`src/rtl/seg7_scan_decoder_pkg.sv`:
```
// seg7_scan_decoder_pkg: seven-segment pattern table and anode constants shared by encoder and decoder
package seg7_scan_decoder_pkg;
  localparam logic [6:0] SEG_0 = 7'h40;
  localparam logic [6:0] SEG_1 = 7'h79;
  localparam logic [6:0] SEG_2 = 7'h24;
  localparam logic [6:0] SEG_3 = 7'h30;
  localparam logic [6:0] SEG_4 = 7'h19;
  localparam logic [6:0] SEG_5 = 7'h12;
  localparam logic [6:0] SEG_6 = 7'h02;
  localparam logic [6:0] SEG_7 = 7'h78;
  localparam logic [6:0] SEG_8 = 7'h00;
  localparam logic [6:0] SEG_9 = 7'h10;
  localparam logic [6:0] SEG_BLANK = 7'h7F;
  localparam logic [3:0] DIG_INVALID = 4'hF;
  localparam logic [3:0] AN_D0 = 4'b1110;
  localparam logic [3:0] AN_D1 = 4'b1101;
  localparam logic [3:0] AN_D2 = 4'b1011;
  localparam logic [3:0] AN_D3 = 4'b0111;
  typedef struct packed {
    logic       legal;
    logic [1:0] idx;
  } sel_t;
  function automatic sel_t decode_an(input logic [3:0] an);
    return an == AN_D0 ? '{1'b1, 2'd0} :
           an == AN_D1 ? '{1'b1, 2'd1} :
           an == AN_D2 ? '{1'b1, 2'd2} :
           an == AN_D3 ? '{1'b1, 2'd3} : '{1'b0, 2'd0};
  endfunction
endpackage

```
`src/rtl/seg7_scan_decoder_seg7_to_bcd.sv`:
```
// seg7_to_bcd: active-low segment pattern to BCD value with invalid flag
module seg7_to_bcd
  import seg7_scan_decoder_pkg::*;
(
  input  logic [6:0] seg,
  output logic [3:0] value,
  output logic       invalid
);
  always_comb begin
    invalid = 1'b0;
    case (seg)
      SEG_0:   value = 4'd0;
      SEG_1:   value = 4'd1;
      SEG_2:   value = 4'd2;
      SEG_3:   value = 4'd3;
      SEG_4:   value = 4'd4;
      SEG_5:   value = 4'd5;
      SEG_6:   value = 4'd6;
      SEG_7:   value = 4'd7;
      SEG_8:   value = 4'd8;
      SEG_9:   value = 4'd9;
      default: begin
        value   = DIG_INVALID;
        invalid = 1'b1;
      end
    endcase
  end
endmodule

```
`src/rtl/seg7_scan_decoder.sv`:
```
// seg7_scan_decoder: recovers four BCD digits from a scanned seven-segment bus into coherent frames
module seg7_scan_decoder
  import seg7_scan_decoder_pkg::*;
#(
  parameter int unsigned SETTLE = 4
) (
  input  logic       clk,
  input  logic       rst,
  input  logic [3:0] an,
  input  logic [6:0] seg,
  output logic [3:0] d0,
  output logic [3:0] d1,
  output logic [3:0] d2,
  output logic [3:0] d3,
  output logic [3:0] err,
  output logic       frame_done,
  output logic       valid
);
  localparam logic [7:0] SET = 8'(SETTLE);
  logic [7:0] cnt, cnt_n;
  logic [3:0] prev_an, seen, seen_n, sh_err, err_n;
  logic [3:0][3:0] sh, sh_n;
  logic sampled, sampled_n, same, cap, commit, invalid;
  logic [3:0] value;
  sel_t sel;
  seg7_to_bcd u_dec (.seg(seg), .value(value), .invalid(invalid));
  // a capture is allowed once per dwell; any change of an re-arms it
  always_comb begin
    sel = decode_an(an);
    same = an == prev_an;
    cnt_n = !sel.legal ? 8'd0 : !same ? 8'd1 : cnt >= SET ? SET : cnt + 8'd1;
    cap = sel.legal && cnt_n == SET && !(sampled && same);
    sampled_n = cap ? 1'b1 : (sel.legal && same) ? sampled : 1'b0;
    seen_n = cap ? seen | (4'b1 << sel.idx) : seen;
    commit = cap && &seen_n;
    sh_n = sh;
    err_n = sh_err;
    for (int i = 0; i < 4; i++) begin
      sh_n[i] = (cap && sel.idx == 2'(i)) ? value : sh[i];
      err_n[i] = (cap && sel.idx == 2'(i)) ? invalid : sh_err[i];
    end
  end
  always_ff @(posedge clk or posedge rst) begin
    if (rst) begin
      cnt <= '0;
      prev_an <= '0;
      sampled <= 1'b0;
      seen <= '0;
      sh <= '0;
      sh_err <= '0;
      {d0, d1, d2, d3, err} <= '0;
      frame_done <= 1'b0;
      valid <= 1'b0;
    end else begin
      cnt <= cnt_n;
      prev_an <= an;
      sampled <= sampled_n;
      seen <= commit ? 4'h0 : seen_n;
      sh <= sh_n;
      sh_err <= err_n;
      frame_done <= commit;
      if (commit) begin
        {d3, d2, d1, d0} <= sh_n;
        err <= err_n;
        valid <= 1'b1;
      end
    end
  end
endmodule

```
`config.mk`:
```
export PLATFORM = sky130hd
export DESIGN_NAME = seg7_scan_decoder
export DESIGN_NICKNAME = d
export VERILOG_FILES = /design/src/rtl/seg7_scan_decoder_pkg.sv /design/src/rtl/seg7_scan_decoder_seg7_to_bcd.sv /design/src/rtl/seg7_scan_decoder.sv
export SDC_FILE = /design/constraint.sdc
export NUM_CORES = 1
export LEC_CHECK = 0
export CAP_MARGIN = 20
export CELL_PAD_IN_SITES_DETAIL_PLACEMENT = 1
export CELL_PAD_IN_SITES_GLOBAL_PLACEMENT = 1
export CORE_MARGIN = 5
export CORE_UTILIZATION = 40
export DETAILED_ROUTE_END_ITERATION = 16
export PLACE_DENSITY_LB_ADDON = 0.1
export SETUP_SLACK_MARGIN = 0.02
export SYNTH_ARGS = -nofsm -noshare
export SYNTH_HDL_FRONTEND = slang
export SYNTH_SLANG_ARGS = --single-unit
```
`constraint.sdc`:
```
create_clock -name clk -period 2.49 [get_ports clk]
set_input_delay 0.3735 -clock clk [delete_from_list [all_inputs] [get_ports clk]]
set_output_delay 0.3735 -clock clk [all_outputs]
set_load 0.01 [all_outputs]
```
==> results of run 1 <==
## how the worst min path moves through the flow
stage | startpoint | end | slack (ns)
after global routing | rst | frame_done | 0.40
after global placement | valid | valid | 0.45
final | rst | frame_done | 0.38
after floorplan | an[0] | prev_an[0] | 0.40
after detailed placement | valid | valid | 0.46
after CTS | rst | frame_done | 0.38
## worst max-delay path, delay by kind of cell, from the launching register on
family	cells	cell delay (ns)
AO/OA/AOI/OAI	1	0.19
adder cells (fa/ha/maj)	1	0.30
buffers and inverters	3	0.33
flip-flops	1	0.35
multiplexers	2	0.56
AND/OR/NAND/NOR	3	0.58
## routing by layer
| layer | track usage | part of all wire | vias to the layer above |
|---|---|---|---|
| li1 | - | - | 848 |
| met1 | 0.200 | 0.43 | 954 |
| met2 | 0.276 | 0.52 | 29 |
| met3 | 0.0593 | 0.041 | 5 |
| met4 | 0.0484 | 0.0093 | 0 |
| met5 | 0 | 0 | - |
## cells in the final DEF (no fill, tap or decap), types with 2 or more instances in the layout
cell,count
nand2b_1,2
o21a_1,3
bufinv_16,2
nor3_1,3
a31oi_1,2
ha_1,2
a21oi_1,7
mux2_1,4
dlygate4sd2_1,4
buf_4,42
dfrtp_1,59
clkinvlp_4,2
o21ai_0,4
nand2_1,8
clkbuf_8,10
nand3b_1,3
buf_12,3
nor2_1,7
mux2_4,3
xnor2_1,2
xor2_1,5
nand3_1,2
nor4_4,2
inv_1,5
nor4b_1,2
clkdlybuf4s50_1,30
and2_1,2
conb_1,5
nand4b_1,2
mux2_2,34
## sequential cells by signal (all words and copies together), names as in the netlist
name,count
cnt,8
d0,4
d1,4
d2,4
d3,4
err,4
frame_done,1
prev_an,4
sampled,1
seen,4
sh,16
sh_err,4
valid,1
## power by group
part / leakage [uW] / internal (uW) / switching, uW
sequential: 0.000790 / 1030 / 22.0
combinational: 0.000828 / 123 / 121
clock: 0.000108 / 590 / 387
## area by class of cell
cell class                      count  area, um2
Clock buffer                       10        138
Clock inverter                      6       88.8
Fill cell                         654       2660
Inverter                            6       22.5
Multi-Input combinational cell    123       1080
Sequential cell                    59       1480
Tap cell                           77       96.3
Timing Repair Buffer               80        722
## cells by family (layout without fill, tap and decap cells)
kind of cell	count (synthesis)	count (layout)	synth area share
fa+ha+maj	2	2	0.00975
mux	41	41	0.181
buf+inv	12	102	0.0234
simple gates	45	45	0.129
other cells	1	5	0.00146
flops	59	59	0.576
compound gates	23	23	0.0556
xor+xnor	7	7	0.0239
## through the flow
step	utilization	power (uW)
finish	0.577	2270
global route	0.577	2370
CTS	0.572	2290
detailed placement	0.529	1300
global placement	0.529	1280
floorplan	-	1200
## what timing repair did
action / 4_1_cts / 5_1_grt
gates cloned: 0 / 0
buffers inserted: 5 / 1
gates resized for setup: 8 / 2
pin swaps: 5 / 2
setup endpoints to repair: 19 / 15
==> run metrics, run 1 <==
synth top area cells dfrtp_1, mux2_2, mux2_1; Initial Util 0.409; CTS Sinks 59; arrival time worst endpoint around 2.6 ns; total CTS buffers 9; Max FO, Critical Path 6; max cap viols 0; CP most frequent cell mux2_4; Synth area leader dfrtp_1; Critical Setup Path Class flop to flop; row count 29; GRT overflow 0; initial antenna violation count 0; gr usage total 0.165; critical-path cell list inv_1, ha_1, nand2b_4, a31oi_4, nand4_4, nor4b_4, buf_6, buf_12, mux2_4, mux2_4; Worst Hold Class primary input to asynchronous set/reset pin; Max Fclk 414 MHz; sequential share of the synthesized area 0.576; final number of setup-violating endpoints 0; power density over cell area 627 nW/um2; max incr delay on CP 0.35 ns; count leader, synth dfrtp_1; drt via density a little over 5; skew final a little over 0.01 ns; P&R area growth vs syn 41.1%; startpoint class of the critical path flop; clock tree root driver cell clkbuf_8; initial DRC count 48; fin crit share 0.969; LEAKAGE 0.00173 uW; Die W between 90 and 100 um; normalized max-slew margin 0.612; Worst Setup SP cnt[0]; DRC viols 0; H-tree Lvls 3; Finished Layout Cells about 360; Final Cell Area between 3000 and 4000 um2; final net count 294; routability cong. 0.783; total die area about 8100 um2; via count 1836; dpl ws -0.512 ns; Antenna Nets Post-Route 0; worst setup path end d2[3]; YS warnings 0; placed cell area 3320 um2; Mapped Area 2560 um2; post-route setup TNS 0 ns; crit end category flop; diode count 0; post-synthesis register bit count around 60; vias in the first global route between 2000 and 2500; Reg-to-Reg End d2[3]; CTS Hold Buffers Added 0; status finished clean; RSZ-0062 raised after global routing yes; clk buf depth 2; CP max stage cell dfrtp_1; clock tree from TritonCTS yes; top_reg_cell synth dfrtp_1; core area 6280 um2; hold_ws 0.378 ns; VDD IR max ~0.43 mV; Reg-to-Reg Start cnt[0]; Period minus WS final 2.41 ns; post-route setup slack 0.0767 ns; reg2reg path depth 10; synth cell count leaders dfrtp_1, mux2_2, nand2_1; IO Pins 35; library cells used by synthesis 43; per-cell routed wire length around 18 um; number of enable flip-flop cells after synthesis 0; Post-Place Cells 339; WL final 6370 um; Slew Limit Fails 0; Worst-Skew Late Latency roughly 0.34 ns; ys async rst share 1.00; clock-pin transition on the worst setup and hold timing paths roughly 0.07 ns; PortBufs 34; DRT Pass-1 Iters 4; worst endpoint required time 2.71 ns; final hold vios 0; chip height 90.1 um; share of the synthesized area in the top cell type 0.576; reg2reg setup slack 0.08 ns; post-DP HPWL between 4000 and 5000 um; largest net degree at the start of global routing 38; first-pass GRT wire length ~11000 um; share of post-route cells with drive strength above 1 0.387; Synth Instances 190; Worst-Margin Slew 0.576 ns; Avg Synthesized Cell Area ~13 um2
(Power assumes the default switching activity.)
==> run 2: changes to the inputs <==
--- a/config.mk
+++ b/config.mk
@@ -9,8 +9,9 @@
 export CELL_PAD_IN_SITES_DETAIL_PLACEMENT = 1
 export CELL_PAD_IN_SITES_GLOBAL_PLACEMENT = 1
 export CORE_MARGIN = 5
-export CORE_UTILIZATION = 40
+export CORE_UTILIZATION = 46
 export DETAILED_ROUTE_END_ITERATION = 16
+export DONT_BUFFER_PORTS = 1
 export PLACE_DENSITY_LB_ADDON = 0.1
 export SETUP_SLACK_MARGIN = 0.02
 export SYNTH_ARGS = -nofsm -noshare
==> run metrics, run 2 (synthesis results as in run 1) <==
H-tree Lvls 3 (unchanged); Initial Util 0.469 (+0.0601); first-pass GRT wire length 9030 um (-14%); RSZ-0062 raised after global routing yes; Period minus WS final 2.39 ns (-0.0214 ns); core area 5470 um2 (-13%); P&R area growth vs syn 17.9%; CP Depth 9 (-1); critical-path cell list inv_1, ha_4, nand2b_4, a31oi_4, nand4_4, nor4b_4, buf_6, mux2_2, mux2_1; max incr delay on CP 0.38 ns (+0.03 ns); Die W 84.7 um (-6.0%); most frequent cells in the layout dfrtp_1, mux2_2, clkbuf_8; row count 27 (-6.9%); DRT Pass-1 Iters 4 (unchanged); reg2reg path depth 9 (-1); initial antenna violation count 0 (unchanged); routability cong. 0.787 (+0.51%); Post-Place Cells 271 (-20%); CP max stage cell dfrtp_1; diode count 0 (unchanged); chip height 84.7 um (-6.0%); Worst-Skew Late Latency 0.33 ns (about the same); GRT overflow 0 (unchanged); crit end category flop; clock-pin transition on the worst setup and hold timing paths 0.07 ns (about the same); status finished clean; final hold vios 0 (unchanged); vias in the first global route 1704 (-17%); final net count 230 (-22%); Max Fclk 418 MHz (+0.89%); PortBufs 0 (-100%); arrival time worst endpoint 2.61 ns (-0.03 ns); clk buf depth 2 (unchanged); final number of setup-violating endpoints 0 (unchanged); skew final 0.0102 ns (+0.000142 ns); Worst Hold Class primary input to flop; via count 1560 (-15%); crit-path leading delay family multiplexers; placed cell area 2740 um2 (-17%); post-DP HPWL 3790 um (-19%); IO Pins 35 (unchanged); power density over cell area 691 nW/um2 (+10%); drt via density 5.36 (+5.4%); Antenna Nets Post-Route 0 (unchanged); Hold Path Cell Cnt 0; gr usage total 0.164 (-0.00142); normalized max-slew margin 0.292 (-0.320); CTS Sinks 59 (unchanged); per-cell routed wire length 18.6 um (+5.5%); Final Cell Area 3020 um2 (-16%); initial DRC count 47 (-2.1%); VDD IR max 0.415 mV (-2.7%); clock tree root driver cell clkbuf_8; total die area 7170 um2 (-12%); Max FO, Critical Path 6 (unchanged); Worst-Margin Slew 1.04 ns (+0.460 ns); share of post-route cells with drive strength above 1 0.352 (-0.0357); leading cell type in the layout, fill and taps excluded dfrtp_1; total CTS buffers 9 (unchanged); startpoint class of the critical path flop; clock tree from TritonCTS yes; max FFs per register 16 (unchanged); fin crit share 0.961 (-0.00858); Top Registers sh x16, cnt x8; WL final 5420 um (-15%); LEAKAGE 0.00144 uW (-17%); crit path buf inv count 2 (-1); Slew Limit Fails 0 (unchanged); Finished Layout Cells 291 (-19%); DRC viols 0 (unchanged); worst endpoint required time 2.71 ns (about the same); Biggest register sh; largest net degree at the start of global routing 26 (-32%); max cap viols 0 (unchanged); Critical Setup Path Class flop to flop
-- run 2: layout make-up --
type | instances | area (um2)
timing repair buffer | 16 | 150
fill | 552 | 2450
multi-input combinational | 123 | 1090
inverter | 6 | 22.5
tap | 72 | 90.1
clock inverter | 2 | 35.0
sequential | 59 | 1480
clock buffer | 13 | 159
-- run 2: worst paths after layout --
kind | start | end | slack (ns)
worst max-delay path | cnt[0] | d2[2] | 0.1
worst min-delay path | an[2] | prev_an[2] | 0.07
worst max register to register | cnt[0] | d2[2] | 0.1
worst min register to register | sh[0] | sh[0] | 0.49
max in group asynchronous | rst | d1[2] | 1.38
min in group asynchronous | rst | cnt[5] | 0.47
-- run 2: power breakdown --
| part | internal [uW] | total, uW | switching [uW] | leakage (uW) |
|---|---|---|---|---|
| clock network | 511 | 869 | 358 | 0.0000995 |
| registers | 1030 | 1050 | 21.5 | 0.000790 |
| logic | 84.4 | 173 | 89.0 | 0.000550 |
-- run 2: stage by stage --
step / power, uW / util / hold WS, ns / setup TNS [ns] / setup slack, ns
CTS: 2110 / 0.546 / 0.0531 / 0 / 0.0202
global route: 2190 / 0.552 / 0.0482 / -0.0250 / -0.0103
finish: 2090 / 0.552 / 0.0714 / 0 / 0.0981
detailed placement: 1230 / 0.501 / 0.251 / -0.0555 / -0.0178
global placement: 1220 / 0.501 / 0.231 / 0 / 0.0876
floorplan: 1200 / - / 0.405 / 0 / 0.0509
-- run 2: what timing repair did --
item / CTS / global route
buffers inserted: 4 / 0
pin swaps: 4 / 1
endpoints found under the hold margin: 14 / 0
hold buffers: 1 / 0
resized for setup: 2 / 8
endpoints found under the setup margin: 4 / 15
-- run 2: worst reg2reg max path, delay by kind of cell, from the launching register on --
| family | cells | cell delay, ns |
|---|---|---|
| AO/OA/AOI/OAI | 1 | 0.16 |
| AND/OR/NAND/NOR | 3 | 0.61 |
| flip-flops | 1 | 0.38 |
| adder cells (fa/ha/maj) | 1 | 0.22 |
| multiplexers | 2 | 0.63 |
| buffers and inverters | 2 | 0.28 |
-- run 2: metal layers --
layer,vias up,GRT usage,routed length (um)
li1,719,-,-
met1,807,0.207,2430
met2,27,0.256,2640
met3,7,0.0569,282
met4,0,0.0676,68
met5,-,0,0
==> RTL edit: new RTL, settings of run 1 <==
Register the inputs `an` and `seg` before use, without a reset. The logic sees them one clock later.
--- a/src/rtl/seg7_scan_decoder.sv
+++ b/src/rtl/seg7_scan_decoder.sv
@@ -17,17 +17,26 @@
   output logic       valid
 );
   localparam logic [7:0] SET = 8'(SETTLE);
+
+  logic [3:0] an_q;
+  logic [6:0] seg_q;
+
+  always_ff @(posedge clk) begin
+    an_q  <= an;
+    seg_q <= seg;
+  end
+
   logic [7:0] cnt, cnt_n;
   logic [3:0] prev_an, seen, seen_n, sh_err, err_n;
   logic [3:0][3:0] sh, sh_n;
   logic sampled, sampled_n, same, cap, commit, invalid;
   logic [3:0] value;
   sel_t sel;
-  seg7_to_bcd u_dec (.seg(seg), .value(value), .invalid(invalid));
+  seg7_to_bcd u_dec (.seg(seg_q), .value(value), .invalid(invalid));
   // a capture is allowed once per dwell; any change of an re-arms it
   always_comb begin
-    sel = decode_an(an);
-    same = an == prev_an;
+    sel = decode_an(an_q);
+    same = an_q == prev_an;
     cnt_n = !sel.legal ? 8'd0 : !same ? 8'd1 : cnt >= SET ? SET : cnt + 8'd1;
     cap = sel.legal && cnt_n == SET && !(sampled && same);
     sampled_n = cap ? 1'b1 : (sel.legal && same) ? sampled : 1'b0;
@@ -53,7 +62,7 @@
       valid <= 1'b0;
     end else begin
       cnt <= cnt_n;
-      prev_an <= an;
+      prev_an <= an_q;
       sampled <= sampled_n;
       seen <= commit ? 4'h0 : seen_n;
       sh <= sh_n;
Formal check against the unedited RTL: no difference found for any inputs over 10 cycles, from zero or initial values and one cycle with rst high; that may be too few to reach the edited logic, so the function may still have changed.
==> RTL edit against run 1 <==
Design area increased by 2.5%; setup slack improved by 74 ps; highest routed layer unchanged; sequential power is 22% higher; combinational power is 11% lower; first-iteration DRC count grew 2.1%; routed wire length rose by 5.8%; critical path type unchanged; synthesized area up 16%; total power rose by 6.4%; largest cell class unchanged; clock power decreased by 6.4%; largest power group unchanged; cell count rose by 7.5%; sequential cell count increased by 11.
==> RTL edit: results (changes against run 1) <==
status=finished, final reports clean; multi-input gates=152 (+24%); area fraction in compound gates after synthesis=0.145 (+0.0891); nets=299 (+1.7%); synthesized instance count=237 (+25%); layout cell share with drive strength beyond 1=0.215 (-0.173); met3 routed wirelength=235 um (-11%); GRT Resource Usage Total=0.163 (-0.00211); post-placement cell area=3470 um^2 (+4.5%); Layout Area Growth over Synthesis=25.0%; number of distinct library cells after synthesis=54 (+26%); Iteration-0 DRC Markers=49 (+2.1%); area share of buffers outside the clock network=0.113 (-0.0861); horizontal die dimension=96.1 um (+6.7%); multi-input gate share of the layout cell area=0.335 (+0.0374); number of buffers other than clock buffers in the final layout=43 (-46%); dpl hpwl=4700 um (+0.53%); cells taking the most area after synthesis=sky130_fd_sc_hd__dfrtp_1, sky130_fd_sc_hd__dfxtp_1, sky130_fd_sc_hd__mux2_2; Post-Route Skew=9.79 ps (-0.280 ps); highest net fanout along the worst path=12 (+6); routing usage on met3=0.0485 (-0.0108); register fraction of the total cell area=0.457 (+0.0496); vias in the first global route=2174 (+6.2%); maximum VDD drop=368 uV (-14%); post-synthesis share of cell area spent on full adders, half adders and majority gates=0.00844 (-0.00132); drt pass-1 iters=4 (unchanged); via count=2012 (+9.6%); transition time at the pin with the least slew margin=510 ps (-66.3 ps); routed length on met2=3230 um (-2.3%); WL met1=3200 um (+16%); xor-xnor portion of the synthesized cell area=0.0278 (+0.00393); clk_buf instances=15 (+5); maximum number of pins on one net before global-route repair=41 (+7.9%); worst-case setup slack after placement=57.2 ps (+569 ps); multiplexer fraction of the synthesized cell area=0.0793 (-0.102); Clock buf/inv share=0.0530 (-0.00960); global-route wire length before repair=11300 um (+7.2%); number of ordinary inverters in the final layout=8 (+2); Async S/R FF share, synth=0.843 (-0.157); sequential-to-total area share from yosys stat=0.572 (-0.00370)
## RTL edit: changes by cell type in the layout (fill, tap and decap cells not counted), sizes merged, moves of 5 or more
cell / before / now
o2bb2ai: 0 / 8
clkbuf: 10 / 15
o31ai: 0 / 8
mux2: 41 / 20
o211ai: 1 / 9
nor2: 7 / 23
buf: 46 / 9
a211oi: 0 / 8
a21oi: 8 / 3
dfxtp: 0 / 11
## RTL edit: path summary, 6_finish.rpt
check / cells past startpoint / slack [ps] / end / from
hold reg to reg: 1 / 470 / valid / valid
setup reg to reg: 7 / 150 / err[0] / cnt[0]
hold / removal: 2 / 360 / err[1] / rst
min in group clk: 1 / 470 / valid / valid
setup / recovery: 7 / 150 / err[0] / cnt[0]
max in group asynchronous: 3 / 1560 / prev_an[0] / rst
## RTL edit: what timing repair did
item,in CTS,in global routing
setup buffers,0,0
endpoints found under the setup margin,0,11
hold buffers,0,0
gates resized for setup,0,7
## RTL edit: critical path, stage by stage (launching register included)
cell and delay (ps):
sky130_fd_sc_hd__dfrtp_1 370, sky130_fd_sc_hd__inv_1 70, sky130_fd_sc_hd__ha_1 310, sky130_fd_sc_hd__nand3b_1 210, sky130_fd_sc_hd__a31o_4 330, sky130_fd_sc_hd__or3_1 460
sky130_fd_sc_hd__o31ai_2 310, sky130_fd_sc_hd__mux2_2 210
## RTL edit: report_power, final
part,switching [W],internal [W],leakage (nW),total [W]
registers,0.0000540,0.00123,0.879,0.00128
clock network,0.000394,0.000520,0.0979,0.000914
logic,0.000116,0.000101,0.597,0.000217
total,0.000565,0.00185,1.57,0.00241
